**src/rtl/mem_lsu.sv**
```systemverilog
// Load/store unit: one outstanding access with byte-lane alignment,
// sign/zero extension, misalignment checks and a grant/response timeout.
module mem_lsu #(
    parameter int TIMEOUT = 255
) (
    input  logic        clk,
    input  logic        rst,
    input  logic        lsu_valid,
    output logic        lsu_ready,
    input  logic        is_load,
    input  logic        is_store,
    input  logic [2:0]  funct3,
    input  logic [31:0] base,
    input  logic [31:0] imm,
    input  logic [31:0] wdata,
    output logic        done,
    output logic [31:0] rdata,
    output logic        err,
    output logic        mem_req,
    output logic        mem_we,
    output logic [31:0] mem_addr,
    output logic [31:0] mem_wdata,
    output logic [3:0]  mem_wstrb,
    input  logic        mem_gnt,
    input  logic        mem_rvalid,
    input  logic [31:0] mem_rdata
);

    typedef enum logic [1:0] {
        S_IDLE = 2'd0,
        S_REQ  = 2'd1,
        S_WAIT = 2'd2,
        S_RESP = 2'd3
    } state_t;

    localparam logic [7:0] CNT_LAST = 8'(TIMEOUT - 1);

    state_t      state_q, state_d;
    logic [31:0] addr_q, addr_d;
    logic [2:0]  f3_q, f3_d;
    logic        load_q, load_d;
    logic [31:0] wdata_q, wdata_d;
    logic        err_q, err_d;
    logic [31:0] rdata_q, rdata_d;
    logic [7:0]  cnt_q, cnt_d;

    logic [31:0] ea;
    logic        legal_f3;
    logic        misalign;
    logic        timeout;
    logic [31:0] ld_sh;
    logic [31:0] ld_val;
    logic [31:0] st_data;
    logic [3:0]  st_strb;

    assign ea      = base + imm;
    assign timeout = (cnt_q == CNT_LAST);

    always_comb begin
        legal_f3 = 1'b0;
        if (is_load) begin
            legal_f3 = funct3 inside {3'b000, 3'b001, 3'b010, 3'b100, 3'b101};
        end else begin
            legal_f3 = funct3 inside {3'b000, 3'b001, 3'b010};
        end
        misalign = ((funct3[1:0] == 2'b01) && ea[0]) ||
                   ((funct3[1:0] == 2'b10) && (ea[1:0] != 2'b00));
    end

    // Little-endian: the addressed byte is moved down to lane 0 first.
    always_comb begin
        ld_sh  = mem_rdata >> {addr_q[1:0], 3'b000};
        ld_val = ld_sh;
        case (f3_q)
            3'b000:  ld_val = {{24{ld_sh[7]}}, ld_sh[7:0]};
            3'b001:  ld_val = {{16{ld_sh[15]}}, ld_sh[15:0]};
            3'b100:  ld_val = {24'd0, ld_sh[7:0]};
            3'b101:  ld_val = {16'd0, ld_sh[15:0]};
            default: ld_val = ld_sh;
        endcase
    end

    always_comb begin
        st_data = wdata_q;
        st_strb = 4'b1111;
        case (f3_q[1:0])
            2'b00: begin
                st_data = {4{wdata_q[7:0]}};
                st_strb = 4'b0001 << addr_q[1:0];
            end
            2'b01: begin
                st_data = {2{wdata_q[15:0]}};
                st_strb = 4'b0011 << addr_q[1:0];
            end
            default: begin
                st_data = wdata_q;
                st_strb = 4'b1111;
            end
        endcase
    end

    always_comb begin
        state_d = state_q;
        addr_d  = addr_q;
        f3_d    = f3_q;
        load_d  = load_q;
        wdata_d = wdata_q;
        err_d   = err_q;
        rdata_d = rdata_q;
        cnt_d   = cnt_q;
        case (state_q)
            S_IDLE: begin
                if (lsu_valid && (is_load ^ is_store)) begin
                    addr_d  = ea;
                    f3_d    = funct3;
                    load_d  = is_load;
                    wdata_d = wdata;
                    cnt_d   = 8'd0;
                    if (legal_f3 && !misalign) begin
                        err_d   = 1'b0;
                        state_d = S_REQ;
                    end else begin
                        err_d   = 1'b1;
                        state_d = S_RESP;
                    end
                end
            end
            S_REQ: begin
                // A grant arriving on the last counted cycle still wins.
                if (mem_gnt) begin
                    cnt_d   = 8'd0;
                    state_d = load_q ? S_WAIT : S_RESP;
                end else if (timeout) begin
                    err_d   = 1'b1;
                    state_d = S_RESP;
                end else begin
                    cnt_d = cnt_q + 8'd1;
                end
            end
            S_WAIT: begin
                if (mem_rvalid) begin
                    rdata_d = ld_val;
                    state_d = S_RESP;
                end else if (timeout) begin
                    err_d   = 1'b1;
                    state_d = S_RESP;
                end else begin
                    cnt_d = cnt_q + 8'd1;
                end
            end
            default: begin
                state_d = S_IDLE;
            end
        endcase
    end

    always_ff @(posedge clk) begin
        if (rst) begin
            state_q <= S_IDLE;
            addr_q  <= 32'd0;
            f3_q    <= 3'd0;
            load_q  <= 1'b0;
            wdata_q <= 32'd0;
            err_q   <= 1'b0;
            rdata_q <= 32'd0;
            cnt_q   <= 8'd0;
        end else begin
            state_q <= state_d;
            addr_q  <= addr_d;
            f3_q    <= f3_d;
            load_q  <= load_d;
            wdata_q <= wdata_d;
            err_q   <= err_d;
            rdata_q <= rdata_d;
            cnt_q   <= cnt_d;
        end
    end

    assign lsu_ready = (state_q == S_IDLE);
    assign done      = (state_q == S_RESP);
    assign err       = (state_q == S_RESP) && err_q;
    assign rdata     = rdata_q;
    assign mem_req   = (state_q == S_REQ);
    assign mem_we    = (state_q == S_REQ) && !load_q;
    assign mem_wstrb = ((state_q == S_REQ) && !load_q) ? st_strb : 4'b0000;
    assign mem_addr  = {addr_q[31:2], 2'b00};
    assign mem_wdata = st_data;

endmodule

```
**config.mk**
```make
export PLATFORM = sky130hd
export DESIGN_NAME = mem_lsu
export DESIGN_NICKNAME = d
export VERILOG_FILES = /design/src/rtl/mem_lsu.sv
export SDC_FILE = /design/constraint.sdc
export NUM_CORES = 1
export LEC_CHECK = 0
export CORE_ASPECT_RATIO = 1.4
export CORE_MARGIN = 5
export CORE_UTILIZATION = 47
export DETAILED_ROUTE_END_ITERATION = 6
export PLACE_DENSITY = 0.82
export SYNTH_ARGS = -nofsm -noshare
export SYNTH_HDL_FRONTEND = slang
export SYNTH_SLANG_ARGS = --single-unit
```
**constraint.sdc**
```tcl
create_clock -name clk -period 4.1 [get_ports clk]
set_clock_uncertainty 0.15 [all_clocks]
set_input_delay 1.025 -clock clk [delete_from_list [all_inputs] [get_ports clk]]
set_output_delay 1.025 -clock clk [all_outputs]
set_load 0.05 [all_outputs]
```
* After elaboration in Yosys (flattened, before gate mapping) *
Cells that the tools add are included.

cells by class
  add/sub/neg operators = 2
  multipliers = 0
  divide/modulo/power cells = 0
  order comparisons = 0
  eq/ne operators = 17
  shifts and indexed selects = 3
  mux-type cells = 23
  bitwise logic cells = 1
  reduce and logical (&&, ||, !) cells = 21

operators with widths
  cell                                           count
  case mux 32 bit (4 select lines)               1
  case mux 32 bit (2 select lines)               1
  adder 32 bit                                   1
  2-to-1 mux 8 bit                               4
  right shift 32 x 5 -> 32 bit                   1
  case mux 8 bit (3 select lines)                1
  == test 3 bit, second input constant           4
  2-to-1 mux 2 bit                               5
  adder 8 x 1 -> 8 bit, second input constant    1
  == test 8 bit, second input constant           1
  case mux 4 bit (2 select lines)                1
  2-to-1 mux 1 bit                               7
  == test 2 x 1 -> 1 bit, second input constant  3
  == test 2 bit, second input constant           3
  == test 3 x 1 -> 1 bit, second input constant  2
  logical AND 1 bit                              6
  logical NOT 3 bit                              2
  case mux 2 bit (3 select lines)                1
  nonzero test 3 bit                             2
  nonzero test 5 bit                             1
  logical NOT 2 bit                              2
  2-to-1 mux 4 bit                               1
  != test 2 bit, second input constant           2
  AND reduction 2 bit                            2
  other kinds (11)                               12

storage, ports and cells
  bits in registers = 111
  bits in latches = 0
  bits in writable memories = 0
  memory bits (read-only) = 0
  input bits = 138
  output and inout port bits = 105
  logic and storage cells = 75
  memories = 0

* Logic depth before layout (Yosys ltp) *
  depth in word-level cells = 9
  gate-level depth with buffers = 10
  depth with buffers taken out = 10

* Worst setup path before layout *
No wires, ideal clock.

  path type = register to output
  start point = register addr_q[0]
  end point = output mem_wstrb[3]
  arrival = 2.137 ns
  data required time = 2.925 ns
  setup slack = 0.788 ns
  cell stages (with the launch flop) = 6
  path buffers = 3
  path through = dfxtp_1 -> clkbuf_1 -> clkbuf_1 -> clkbuf_1 -> o21ai_0 -> a21oi_1

on the way
  longest elaborated chain between the ends = 3

ends and longest elaborated chain
  item                                                                    RTL line  RTL
  start: declaration                                                      39        logic [31:0] addr_q, addr_d;
  start signal: assignment                                                169       addr_q <= addr_d;
  << shifter 2 x 2 -> 4 bit or << shifter 1 x 2 -> 4 bit (tied branches)  93, 89
  case mux 4 bit (2 select lines) *                                       86        case (f3_q[1:0])
  2-to-1 mux 4 bit *                                                      185       assign mem_wstrb = ((state_q == S_REQ) && !load_q) ? st_strb : 4'b0000;
  end: declaration                                                        23        output logic [3:0] mem_wstrb,

Every way passes the cells marked *; elsewhere a longest branch is shown, timed or not.

* Worst setup path in the final report *
  start point = register f3_q[0]
  end point = output mem_wdata[14]

on the way
  longest elaborated chain between the ends = 2

ends and longest elaborated chain
  item                                                         RTL line  RTL
  start: declaration                                           40        logic [2:0] f3_q, f3_d;
  start signal: assignment                                     161       f3_q <= 3'd0;
  start signal: assignment                                     170       f3_q <= f3_d;
  == test 2 x 1 -> 1 bit or logical NOT 2 bit (tied branches)  86
  case mux 32 bit (2 select lines) *                           86
  end: declaration                                             22        output logic [31:0] mem_wdata,

Marks and branches as above.

==> impl_metrics.py <==
metrics = {
    "yosys": {
        "yosys-top-cells-area": "dfxtp_1 (31%), nand2_1 (9.5%), a21oi_1 (7.8%)",
        "synth_area_um2": 7140,
        "synthTopCellsByCount": "nand2_1 (181), a21oi_1 (111), dfxtp_1 (111), nor2_1 (71), buf_4 (43)",
        "yosysMostFrequentCell": "nand2_1",
        "syn_area_per_cell_um2": 7.68,
        "yosys_warnings": 0,
        "ys.flop_type": "dfxtp_1",
        "synth_cell_types": 78,
        "async_reset_ff_share_pct": 0,
        "synth_top_area_share_pct": 31.1,
        "synth_edf_count": 0,
        "synth_top_area_cell": "dfxtp_1",
        "ys_ff_latch": 111,
        "syn_inst": 930,
        "yosysSeqAreaShare_pct": 31.1,
    },
    "critical_path": {
        "crit_chain": "or2_0, mux2_2, buf_4",
        "cp_max_fo": 11,
        "regToRegSetupSlack_ns": 1.39,
        "reg2reg_to": "rdata[22]",
        "worst-endpoint-required_ns": 2.92,
        "crit_path_max_incr_delay_ns": 0.76,
        "cp-start-kind": "register",
        "r2r_start": "f3_q[0]",
        "end_kind": "output port",
        "crit_arrival_ns": 2.44,
        "path_class": "register to output port",
        "r2r_cells": 6,
        "slowest_stage": "dfxtp_1",
    },
    "clocking": {
        "clk_latency_ns": 0.35,
        "cts_sinks": 111,
        "cts_tree": "done",
        "clkTransAtPathRegs_ns": 0.07,
        "cts_root_buffer": "clkbuf_16",
        "cts_buffers": 9,
        "post-cts-setup-buffer-count": 0,
        "htree_levels": 3,
        "postCtsHoldBufs": 0,
        "cts-resized-gates": 0,
        "clockBufferDepth": 2,
    },
    "drt": {
        "drt_wl_total_um": 22700,
        "routed-via-count": 7306,
        "antenna_left": 0,
        "dr.first_iter.drc_count": 470,
        "viasPerCell": 5.63,
        "post_drt_wl_per_cell_um": 17.5,
        "drc": 0,
        "firstDrtPassIters": 5,
    },
    "layout": {
        "area_growth_pct": 34.6,
        "antenna_cells": 0,
        "design_area_um2": 9620,
        "multi_input_area_um2": 4330,
        "register_area_um2": 2220,
        "fin_nets": 1280,
        "layout.cells.non_filler": 1298,
        "nFillCells": 1324,
        "drive_above_1_share_pct": 7.78,
    },
    "sta": {
        "worstMarginPinSlew_ns": 0.814,
        "relSlewSlack_pct": 45.3,
        "hold_ws_ns": 0.301,
        "fmax_mhz": 276,
        "setup_tns_ns": 0,
        "final-setup-viol-count": 0,
        "min_period_over_period_pct": 88.2,
        "layout_setup_ws_ns": 0.483,
        "rsz0062_at_grt": "false",
        "fin_crit_ns": 3.62,
        "drv_slew": 0,
        "final_hold_viol_count": 0,
    },
    "global_route": {
        "globalRouteOverflowTotal": 0,
        "grt_pass1_wl_um": 35600,
        "use_met3_pct": 3.45,
        "use_met2_pct": 44.9,
        "use_met1_pct": 27.8,
        "grt_max_degree": 57,
        "grt_busiest_layer": "met2",
        "grt_usage_pct": 24.6,
        "grt_pass1_vias": 7158,
        "antenna_found_initial": 0,
    },
    "power_and_ir_drop": {
        "p_leak_uw": 0.00360,
        "pwr-share-comb_pct": 51.1,
        "clkPwrFrac_pct": 18.6,
        "power.density_nw_per_um2": 468,
        "intPower_uw": 2490,
        "p_switching_uw": 2010,
        "swShare_pct": 44.7,
        "ir_drop_uv": 244,
        "p_seq_share_pct": 30.3,
    },
    "floorplanning": {
        "fp.dieH_um": 156,
        "core_area_um2": 15000,
        "die_area_um2": 17800,
        "ios": 243,
        "initial_utilization_pct": 47.7,
        "dieWidth_um": 114,
        "core.rowCount": 53,
    },
    "placed_design": {
        "portBuffers": 240,
        "post-place-ws_ns": 0.272,
        "placed_cells": 1284,
        "place_area_um2": 9350,
        "dpl.hpwl_um": 17300,
        "gp_congestion": 0.938,
    },
    "hold_path": {
        "hold_path_class": "register to register",
        "worstHoldPathCells": 2,
        "min_from": "addr_q[13]",
        "whs_endpoint": "addr_q[13]",
    },
    "outcome": {
        "status": "finished clean",
    },
    "run": {
        "max_cap_violations": 0,
    },
}
==> final cells by class <==
cell class | count | area share [%]
inverter | 18 | 0.702
timing repair buffer | 253 | 25.9
multi-input combinational | 710 | 45.0
tap | 192 | 2.50
clock buffer | 9 | 2.34
clock inverter | 5 | 0.455
sequential | 111 | 23.1
==> flip-flops by register name (all words and copies together) (netlist names) <==
signal and cells:
err_q 1, state_q 2, wdata_q 32, rdata 32
cnt_q 8, addr_q 32, f3_q 3, load_q 1
==> routing by layer <==
| metal | vias to the layer above | routed length, um |
|---|---|---|
| li1 | 3571 | - |
| met1 | 3378 | 8460 |
| met2 | 299 | 11900 |
| met3 | 58 | 1410 |
| met4 | 0 | 880 |
| met5 | - | 0 |
==> worst max-delay path by stage <==
stage / startpoint / end / slack, ns / cells past startpoint
floorplan: addr_q[0] / mem_wstrb[3] / 0.79 / 5
global placement: base[0] / addr_q[24] / 0.36 / 10
detailed placement: base[0] / addr_q[30] / 0.27 / 11
CTS: f3_q[0] / mem_wdata[14] / 0.47 / 3
global route: f3_q[0] / mem_wstrb[3] / 0.35 / 4
finish: f3_q[0] / mem_wdata[14] / 0.48 / 3
==> metrics by stage <==
step	power, uW	util (%)
2_1_floorplan	3000	-
3_3_place_gp	3660	62.4
3_5_place_dp	3680	62.4
4_1_cts	4520	64.2
5_1_grt	4760	64.2
6_report	4500	64.2
==> layout by cell type, fill, tap and decap left out, drive strengths merged, types with 6 or more instances in the layout <==
cell           synthesis  layout
a21o                  16      16
inv                   17      19
a21oi                112     112
nor3                  26      26
nand2                182     182
xor2                   6       6
o211ai                 6       6
dfxtp                111     111
nor2                  71      71
buf                   55      23
mux2                  25      25
or3                    8       8
nand3                 21      21
mux2i                 23      23
clkdlybuf4s50          0     230
a31oi                  9       9
ha                    38      38
o21ai                 45      45
xnor2                 12      12
clkbuf                37       9
and3                  10      10
a211oi                24      24
==> worst max-delay path, delay by kind of cell, from the launching register on <==
| kind | cells | cell delay [ns] |
|---|---|---|
| DFF | 1 | 0.76 |
| muxes | 1 | 0.43 |
| and+or+nand+nor | 1 | 0.71 |
| buffers and inverters | 1 | 0.19 |
==> power groups by stage <==
stage                     Combinational [uW]  Clock [uW]  Sequential (uW)
final                                   2300         837             1370
after global routing                    2470         902             1390
after CTS                               2300         856             1370
after detailed placement                2290           0             1390
after global placement                  2270           0             1380
after floorplan                         1420           0             1580
==> cells by family (layout without fill, tap and decap cells) <==
kind of cell,after synthesis,in the layout,synth area share (%)
simple gates,347,347,21.1
compound gates,256,256,23.0
flops,111,111,31.1
buf+inv,110,285,8.39
mux,48,48,7.16
fa+ha+maj,39,39,6.94
xor+xnor,18,18,2.21
other cells,1,2,0.0525
Note: power is estimated with default switching activity, not from simulation.
